**src/rtl/cordic_uart_pkg.sv**
```systemverilog
// cordic_uart_pkg
// Shared types and constants for the CORDIC result UART transmitter.
//   uart_state_t : bit-level serializer states (PARITY only exists when
//                  CORDIC_UART_PARITY_EN is defined)
//   LINE_LEN     : characters per result line
//   ASCII_*      : fixed characters of the line format
//   hex2ascii    : nibble -> uppercase ASCII hex digit
package cordic_uart_pkg;

   typedef enum logic [2:0] {
      IDLE,
      START,
      DATA,
`ifdef CORDIC_UART_PARITY_EN
      PARITY,
`endif
      STOP
   } uart_state_t;

   localparam int LINE_LEN = 17;

   localparam logic [7:0] ASCII_R  = 8'h52;
   localparam logic [7:0] ASCII_V  = 8'h56;
   localparam logic [7:0] ASCII_SP = 8'h20;
   localparam logic [7:0] ASCII_CR = 8'h0D;
   localparam logic [7:0] ASCII_LF = 8'h0A;

   function automatic logic [7:0] hex2ascii(input logic [3:0] nib);
      return (nib < 4'd10) ? (8'h30 + {4'h0, nib}) : (8'h37 + {4'h0, nib});
   endfunction

endpackage

```
**src/rtl/uart_tx_byte.sv**
```systemverilog
// uart_tx_byte
// Byte serializer: start bit, 8 data bits LSB first, optional even parity
// (CORDIC_UART_PARITY_EN), stop bit. Each bit lasts CLKS_PER_BIT cycles.
// A new byte offered during the last stop cycle starts immediately, so
// consecutive bytes have no idle gap.
// Ports:
//   clk, rst_n  : clock, async active-low reset
//   byte_valid  : a byte is offered
//   byte_ready  : byte taken at this edge when byte_valid is high
//   byte_data   : byte to send
//   stop_end    : second-to-last cycle of a stop bit (lets the caller
//                 release one cycle before the stop bit completes)
//   tx          : serial output, idles high
module uart_tx_byte
   import cordic_uart_pkg::*;
#(
   parameter int CLKS_PER_BIT = 4
) (
   input  logic       clk,
   input  logic       rst_n,
   input  logic       byte_valid,
   output logic       byte_ready,
   input  logic [7:0] byte_data,
   output logic       stop_end,
   output logic       tx
);

   localparam int CW = (CLKS_PER_BIT > 2) ? $clog2(CLKS_PER_BIT) : 1;
   localparam logic [CW-1:0] CNT_LAST = CW'(CLKS_PER_BIT - 1);
   localparam logic [CW-1:0] CNT_PRE  = CW'(CLKS_PER_BIT - 2);

   uart_state_t   state;
   logic [CW-1:0] cnt;
   logic [2:0]    bit_idx;
   logic [7:0]    shreg;
`ifdef CORDIC_UART_PARITY_EN
   logic          par;
`endif

   logic bit_end;
   assign bit_end    = (cnt == CNT_LAST);
   assign byte_ready = (state == IDLE) || (state == STOP && bit_end);
   assign stop_end   = (state == STOP) && (cnt == CNT_PRE);

   always_ff @(posedge clk or negedge rst_n) begin
      if (!rst_n) begin
         state   <= IDLE;
         cnt     <= '0;
         bit_idx <= '0;
         shreg   <= '0;
`ifdef CORDIC_UART_PARITY_EN
         par     <= 1'b0;
`endif
         tx      <= 1'b1;
      end else begin
         if (state == IDLE || bit_end) cnt <= '0;
         else                          cnt <= cnt + CW'(1);

         case (state)
            IDLE: begin
               if (byte_valid) begin
                  shreg <= byte_data;
`ifdef CORDIC_UART_PARITY_EN
                  par   <= ^byte_data;
`endif
                  state <= START;
                  tx    <= 1'b0;
               end
            end
            START: begin
               if (bit_end) begin
                  state   <= DATA;
                  bit_idx <= '0;
                  tx      <= shreg[0];
               end
            end
            DATA: begin
               if (bit_end) begin
                  if (bit_idx == 3'd7) begin
`ifdef CORDIC_UART_PARITY_EN
                     state <= PARITY;
                     tx    <= par;
`else
                     state <= STOP;
                     tx    <= 1'b1;
`endif
                  end else begin
                     bit_idx <= bit_idx + 3'd1;
                     shreg   <= shreg >> 1;
                     tx      <= shreg[1];
                  end
               end
            end
`ifdef CORDIC_UART_PARITY_EN
            PARITY: begin
               if (bit_end) begin
                  state <= STOP;
                  tx    <= 1'b1;
               end
            end
`endif
            STOP: begin
               if (bit_end) begin
                  if (byte_valid) begin
                     // back-to-back byte: straight into the next start bit
                     shreg <= byte_data;
`ifdef CORDIC_UART_PARITY_EN
                     par   <= ^byte_data;
`endif
                     state <= START;
                     tx    <= 1'b0;
                  end else begin
                     state <= IDLE;
                     tx    <= 1'b1;
                  end
               end
            end
            default: begin
               state <= IDLE;
               tx    <= 1'b1;
            end
         endcase
      end
   end

endmodule

```
**src/rtl/cordic_result_uart_tx.sv**
```systemverilog
// cordic_result_uart_tx
// Sends each CORDIC result as one 17-char ASCII line:
//   <'R'|'V'> ' ' <4 hex res_a> ' ' <8 hex res_b> CR LF
// Config macro: CORDIC_UART_PARITY_EN (8E1 when defined, 8N1 otherwise).
// Ports:
//   clk, rst_n           : clock, async active-low reset
//   res_valid/res_ready  : result handshake (ready only while idle)
//   res_mode             : 0 = rotation 'R', 1 = vectoring 'V'
//   res_a [15:0]         : printed as 4 hex chars
//   res_b [31:0]         : printed as 8 hex chars
//   tx                   : UART serial output
//   busy                 : a line is in progress
module cordic_result_uart_tx
   import cordic_uart_pkg::*;
#(
   parameter int CLK_HZ = 100_000_000,
   parameter int BAUD   = 115_200
) (
   input  logic        clk,
   input  logic        rst_n,
   input  logic        res_valid,
   output logic        res_ready,
   input  logic        res_mode,
   input  logic [15:0] res_a,
   input  logic [31:0] res_b,
   output logic        tx,
   output logic        busy
);

   localparam int CLKS_PER_BIT = (CLK_HZ + BAUD / 2) / BAUD;
   localparam logic [4:0] LAST_CHAR = 5'(LINE_LEN - 1);

   // release happens one cycle before the final stop bit ends, which needs
   // at least two cycles per bit
   if (CLKS_PER_BIT < 2) begin : g_bad_baud
      $error("CLKS_PER_BIT must be at least 2");
   end

   logic        busy_r;
   logic        all_sent;   // last char already handed to the serializer
   logic [4:0]  char_idx;
   logic        cap_mode;
   logic [15:0] cap_a;
   logic [31:0] cap_b;

   logic        byte_valid, byte_ready, stop_end;
   logic [7:0]  ch_data;

   assign res_ready  = ~busy_r;
   assign busy       = busy_r;
   assign byte_valid = busy_r & ~all_sent;

   always_ff @(posedge clk or negedge rst_n) begin
      if (!rst_n) begin
         busy_r   <= 1'b0;
         all_sent <= 1'b0;
         char_idx <= '0;
         cap_mode <= 1'b0;
         cap_a    <= '0;
         cap_b    <= '0;
      end else if (!busy_r) begin
         char_idx <= '0;
         all_sent <= 1'b0;
         if (res_valid) begin
            busy_r   <= 1'b1;
            cap_mode <= res_mode;
            cap_a    <= res_a;
            cap_b    <= res_b;
         end
      end else begin
         if (byte_valid && byte_ready) begin
            if (char_idx == LAST_CHAR) all_sent <= 1'b1;
            else                       char_idx <= char_idx + 5'd1;
         end
         // idle again one cycle early so the next accept lands exactly
         // when the final stop bit completes
         if (all_sent && stop_end) begin
            busy_r   <= 1'b0;
            all_sent <= 1'b0;
            char_idx <= '0;
         end
      end
   end

   // line formatter
   always_comb begin
      ch_data = ASCII_SP;
      case (char_idx)
         5'd0:    ch_data = cap_mode ? ASCII_V : ASCII_R;
         5'd2:    ch_data = hex2ascii(cap_a[15:12]);
         5'd3:    ch_data = hex2ascii(cap_a[11:8]);
         5'd4:    ch_data = hex2ascii(cap_a[7:4]);
         5'd5:    ch_data = hex2ascii(cap_a[3:0]);
         5'd7:    ch_data = hex2ascii(cap_b[31:28]);
         5'd8:    ch_data = hex2ascii(cap_b[27:24]);
         5'd9:    ch_data = hex2ascii(cap_b[23:20]);
         5'd10:   ch_data = hex2ascii(cap_b[19:16]);
         5'd11:   ch_data = hex2ascii(cap_b[15:12]);
         5'd12:   ch_data = hex2ascii(cap_b[11:8]);
         5'd13:   ch_data = hex2ascii(cap_b[7:4]);
         5'd14:   ch_data = hex2ascii(cap_b[3:0]);
         5'd15:   ch_data = ASCII_CR;
         5'd16:   ch_data = ASCII_LF;
         default: ch_data = ASCII_SP;
      endcase
   end

   uart_tx_byte #(.CLKS_PER_BIT(CLKS_PER_BIT)) u_ser (
      .clk        (clk),
      .rst_n      (rst_n),
      .byte_valid (byte_valid),
      .byte_ready (byte_ready),
      .byte_data  (ch_data),
      .stop_end   (stop_end),
      .tx         (tx)
   );

endmodule

```
**config.mk**
```make
export PLATFORM = sky130hd
export DESIGN_NAME = cordic_result_uart_tx
export DESIGN_NICKNAME = d
export VERILOG_FILES = /design/src/rtl/cordic_uart_pkg.sv /design/src/rtl/uart_tx_byte.sv /design/src/rtl/cordic_result_uart_tx.sv
export SDC_FILE = /design/constraint.sdc
export NUM_CORES = 1
export LEC_CHECK = 0
export ABC_AREA = 0
export ABC_CLOCK_PERIOD_IN_PS = 4090
export BUFFER_PORTS_ARGS = -buffer_cell sky130_fd_sc_hd__buf_2
export CAP_MARGIN = 20
export CORE_MARGIN = 2
export CORE_UTILIZATION = 64
export CTS_CLUSTER_DIAMETER = 50
export DETAILED_ROUTE_END_ITERATION = 10
export GPL_TIMING_DRIVEN = 1
export PLACE_DENSITY = 0.84
export SYNTH_ARGS = -nofsm -noshare
export SYNTH_HDL_FRONTEND = slang
export SYNTH_HIERARCHICAL = 1
export SYNTH_SLANG_ARGS = --single-unit
```
**constraint.sdc**
```tcl
create_clock -name clk -period 4.09 [get_ports clk]
set_input_delay 0.409 -clock clk [delete_from_list [all_inputs] [get_ports clk]]
set_output_delay 0.409 -clock clk [all_outputs]
set_load 0.02 [all_outputs]
```
; ---- After elaboration in Yosys (flattened, before gate mapping)
; Index checks and enable logic that the tools add are counted.
; W data, S select, Z words.
[word_totals]
register_bits = 81
latch_bits = 0
ramBits = 0
romBits = 0
inputBits = 52
out_inout_bits = 3
word_cells = 148
n_memories = 0
[classes]
n_addsub = 27
mul = 0
div_mod_pow = 0
order_cmp = 12
eq_ne = 29
shifts = 0
muxes = 49
n_bitwise = 3
reduce_logical = 17
[op_table]
columns = cell, n
row1 = $add A6 B4 Y7 const A, 24
row2 = $pmux W7 S15, 1
row3 = $mux W7, 12
row4 = $lt A4 B4 Y1 const B, 12
row5 = $eq A5 B4 Y1 const B, 8
row6 = $mux W8, 4
row7 = $mux W3, 9
row8 = $pmux W8 S3, 1
row9 = $eq A10 B10 Y1 const B, 2
row10 = $mux W5, 4
row11 = $eq A5 B3 Y1 const B, 3
row12 = $mux W1, 14
row13 = $pmux W3 S4, 1
row14 = $reduce_and A4 Y1, 3
row15 = $add A10 B1 Y10 const B, 1
row16 = $eq A5 B2 Y1 const B, 2
row17 = $mux W10, 1
row18 = $ne A2 B1 Y1 const B, 4
row19 = $eq A3 B2 Y1 const B, 2
row20 = $ne A3 B1 Y1 const B, 2
row21 = $pmux W3 S2, 1
row22 = $reduce_and A2 Y1, 3
row23 = $add A5 B1 Y5 const B, 1
row24 = $eq A5 B5 Y1 const B, 1
row25 = other kinds (15), 21

; ---- Depth between registers and ports, before layout
[logic_depth]
ltp_word = 7
depth_mapped = 10
mapped_depth_nobuf = 9

; ---- By module
; The synthesis kept the hierarchy.
[by_module_without_submodules]
columns = mod, instances, cells_each, area_each_um2, seq_area_each_um2
row1 = cordic_result_uart_tx, 1, 431, 3837.4, 1401.3
row2 = uart_tx_byte, 1, 130, 1388.8, 601.8

; ---- Worst setup path before layout
; Ideal clock, no wire load.
[synth_path]
path_type = register to register
from = reg char_idx[0]
to = reg u_ser.shreg[5]
setup_ns = 0.125
arrival_time_ns = 2.238
t_required_ns = 3.965
setup_slack_ns = 1.727
stages_incl_launch_ff = 11
path_buffers = 1
synth_period_minus_slack_ns = 2.363
cell_sequence = dfrtp_1 > inv_1 > ha_1 > clkbuf_1 > and2b_2 > and2_1 > a22oi_2 > nand4_1 > or3_1 > mux2_2 > mux2_2
[synth_between]
elab_chain_cells = 5
word_cells_on_any_way = 19
classes_between = eq/ne (14) / mux (4) / reduce/logical (1)
[synth_lines]
columns = element, line_no
row1 = from (decl), cordic_result_uart_tx.sv:41  ; logic [4:0] char_idx;
row2 = from (signal assigned), cordic_result_uart_tx.sv:73  ; else char_idx <= char_idx + 5'd1;
row3 = "$eq A5 B5 Y1, or another cell as far along", cordic_result_uart_tx.sv:88  ; case (char_idx)
row4 = $pmux W7 S15 *, cordic_result_uart_tx.sv:88
row5 = named net ch_data[5], cordic_result_uart_tx.sv:47  ; logic [7:0] ch_data;
row6 = $mux W8 *, "uart_tx_byte.sv:61, uart_tx_byte.sv:104"
row7 = $mux W8, uart_tx_byte.sv:103  ; if (bit_end) begin
row8 = $pmux W8 S3 *, uart_tx_byte.sv:59  ; case (state)
row9 = to (signal assigned), uart_tx_byte.sv:62  ; shreg <= byte_data;
row10 = to (signal assigned), uart_tx_byte.sv:89  ; shreg <= shreg >> 1;
row11 = to (signal assigned), uart_tx_byte.sv:106  ; shreg <= byte_data;
row12 = to (decl), uart_tx_byte.sv:35  ; logic [7:0] shreg;
; The timed path passes the listed nets; every way through them passes the cells marked *. The select of a mux whose other input is x is not followed.
; A chain may end at the register's enable or synchronous reset.

; ---- Worst setup path in the final report
[layout_path]
from = reg char_idx[0]
to = reg u_ser.shreg[2]
; Same word-level chain as after synthesis.

==> impl_metrics.env <==
export IMPL_cts_tree="built"
export IMPL_clk_pin_slew_ns=0.09
export IMPL_power_total_mw=1.68
export IMPL_dp_final_hpwl_mm=10.0
export IMPL_dieArea_um2=8900
export IMPL_path_buf_inv=0
export IMPL_place_inst=698
export IMPL_syn_inst=561
export IMPL_status="finished clean"
export IMPL_clock_latency_ns=0.36
export IMPL_drv_cap=0
export IMPL_syn_area_um2=5230
export IMPL_worstSetupStartpointType="flop"
export IMPL_finalHoldViolations=0
export IMPL_fin_skew_ns=0.0109
export IMPL_timing_critical_path_fanout_max=7
export IMPL_routedWlPerCell_um=18.7
export IMPL_slew_headroom_pct=42.8
export IMPL_globalRouteMet1Util_pct=41.6
export IMPL_drive_gt1_share_pct=22.2
export IMPL_setup_tns_ns=0
export IMPL_fmax_ghz=0.365
export IMPL_critical_path_max_stage_delay_ns=0.44
export IMPL_worstPathArrival_ns=2.99
export IMPL_grt_met3_usage_pct=10.3
export IMPL_cp_top_family="simple AND/OR/NAND/NOR gates"
export IMPL_critPathKind="flop to flop"
export IMPL_async_reset_ff_share_pct=100
export IMPL_crit_chain="ha_1 -> and3_1 -> ha_1 -> a31oi_1 -> o21ai_0 -> nor4_1 -> o211ai_1 -> mux2_2 -> mux2_2"
export IMPL_period_minus_slack_ns=2.74
export IMPL_die_y_um=94.4
export IMPL_cts_max_level=3
export IMPL_yosysWarnings=6
export IMPL_grt_max_degree=81
export IMPL_synth_seq_cells=80
export IMPL_cp_slowest_cell="dfrtp_1"
export IMPL_setup_viol=0
export IMPL_cts_path_max_buffers=2
export IMPL_avgSynthCellArea_um2=9.32
export IMPL_final_period_utilization_pct=67.0
export IMPL_fin_hold_ws_ns=0.0102
export IMPL_core_region_area_um2=7810
export IMPL_nNetsFinal=686
export IMPL_numCtsBuffers=9
export IMPL_worst_r2r_cell_count=9
export IMPL_r2r_end="u_ser/shreg[2]$_DFFE_PN0P_"
export IMPL_rrSetupSlack_ns=1.35
export IMPL_busiest_layer="met2"
export IMPL_postCtsHoldBufs=0
export IMPL_p_per_area_nw_per_um2=292
export IMPL_grtUsageTotal_pct=31.3
export IMPL_ys_seq_area_share_pct=38.3
export IMPL_timing_rr_start="char_idx[0]$_DFFE_PN0P_"
export IMPL_diodes=0
export IMPL_clock_sinks=80
export IMPL_antenna_found_initial=0
export IMPL_leakagePower_nw=2.59
export IMPL_gr_total_overflow=0
export IMPL_fp_dieW_um=94.4
export IMPL_drc=0
export IMPL_grt_first_pass_wirelength_mm=21.4
export IMPL_drv_slew=0
export IMPL_post_cts_buffers=0
export IMPL_place_gp_congestion=1.06
export IMPL_pin_count=55
export IMPL_rsz0062_at_grt="no"
export IMPL_start_util_pct=66.9
export IMPL_num_vias=4469
export IMPL_cts_resized=0
export IMPL_layout_cells_non_filler=715
export IMPL_fill_cells=603
export IMPL_syn_nets=639
export IMPL_required_ns=4.34
export IMPL_ys_flop_type="dfrtp_1"
export IMPL_use_met2_pct=49.0
export IMPL_ir_worst_vdd_mv=0.279
export IMPL_postRouteAntennaNets=0
export IMPL_io_buffer_count=54
export IMPL_endpoint_kind="flop"
export IMPL_tightestPinTransition_ns=0.850
export IMPL_synth_edf_count=0
export IMPL_drt_wl_total_mm=13.4
export IMPL_root_buffer="clkbuf_8"
export IMPL_synth_cell_types=68
export IMPL_drtPass1Iterations=5
export IMPL_utilization_pct=73.8
export IMPL_row_count=32
export IMPL_grt_pass1_vias=4360
export IMPL_drt_iter0_drc=287
export IMPL_via_per_inst=6.25
export IMPL_syn_to_final_growth_pct=10.3
export IMPL_hp_class="input pin to asynchronous set/reset pin"
## layer usage
metal / wire length, µm / part of all wire, %
met4: 327 / 2.4
met5: 0 / 0
met2: 6100 / 46
met1: 5890 / 44
met3: 1050 / 7.8
## cell families (layout without fill, tap and decap cells)
logic type,after synthesis,after routing,synth area share [%]
XOR/XNOR,25,25,4.19
AO/OA/AOI/OAI,143,143,16.9
other,1,1,0.0718
flip-flops,80,80,38.3
AND/OR/NAND/NOR,185,185,20.2
adder cells (fa/ha/maj),26,26,6.22
multiplexers,41,41,8.81
buffers and inverters,60,112,5.27
## synthesized netlist by cell type, types with 11 or more instances
cell	number	area, µm²
o21ai_0	53	265
xnor2_1	20	175
inv_1	39	146
nor2_1	31	116
nand3_1	13	65.1
nand2_1	56	210
nor2b_1	14	87.6
dfrtp_1	79	1980
ha_1	26	325
mux2_2	40	450
a21oi_1	34	170
and4b_1	11	110
o22ai_1	13	81.3
## cells in the final DEF (no fill, tap or decap), types with 7 or more instances in the layout
master / synthesis / routed
dfrtp_1: 79 / 79
nand2_1: 56 / 56
o21ai_0: 53 / 53
buf_2: 6 / 53
mux2_2: 40 / 40
inv_1: 39 / 39
a21oi_1: 34 / 34
nor2_1: 31 / 31
ha_1: 26 / 26
xnor2_1: 20 / 20
nand3_1: 13 / 13
nor2b_1: 14 / 13
o22ai_1: 13 / 13
and4b_1: 11 / 11
nor4b_1: 10 / 10
a211oi_1: 9 / 9
clkbuf_8: 0 / 9
and3_1: 8 / 8
a22oi_1: 8 / 8
nand4_1: 7 / 7
## report_power, final
| part | internal (mW) | switching [mW] |
|---|---|---|
| registers | 0.819 | 0.0363 |
| clock network | 0.350 | 0.326 |
| logic | 0.0687 | 0.0838 |
## sequential cells by signal (all words and copies together), names as in the netlist
signal,cells
busy,1
u_ser/bit_idx,3
u_ser/cnt,10
u_ser/state,2
char_idx,5
cap_a,16
u_ser/tx,1
cap_mode,1
cap_b,32
all_sent,1
u_ser/shreg,8
## worst max path at each step
stage                            start                    endpoint  slack, ns  depth (start not counted)
2_1_floorplan  char_idx[0]$_DFFE_PN0P_  u_ser/shreg[5]$_DFFE_PN0P_       1.73                         10
3_3_place_gp   char_idx[3]$_DFFE_PN0P_  u_ser/shreg[2]$_DFFE_PN0P_       1.45                          8
3_5_place_dp   char_idx[0]$_DFFE_PN0P_  u_ser/shreg[2]$_DFFE_PN0P_       1.49                          9
4_1_cts        char_idx[0]$_DFFE_PN0P_  u_ser/shreg[2]$_DFFE_PN0P_       1.44                          9
5_1_grt        char_idx[3]$_DFFE_PN0P_  u_ser/shreg[2]$_DFFE_PN0P_       1.27                          8
6_report       char_idx[0]$_DFFE_PN0P_  u_ser/shreg[2]$_DFFE_PN0P_       1.35                          9
## stage by stage
stage	setup WS, ns	area (µm²)
4_1_cts	1.44	5750
6_report	1.35	5770
3_3_place_gp	1.45	5520
5_1_grt	1.27	5770
3_5_place_dp	1.49	5520
2_1_floorplan	1.73	5230
## layout make-up
class                   count  area [µm²]  area share [%]
multi-input cells         421        2960            51.3
flip-flops and latches     80        2000            34.7
repair buffers             57         308            5.34
inverters                  39         146            2.54
well taps                 102         128            2.21
clock buffers               9         124            2.15
clock inverters             7         101            1.76
Power figures use the tool's default switching activity.
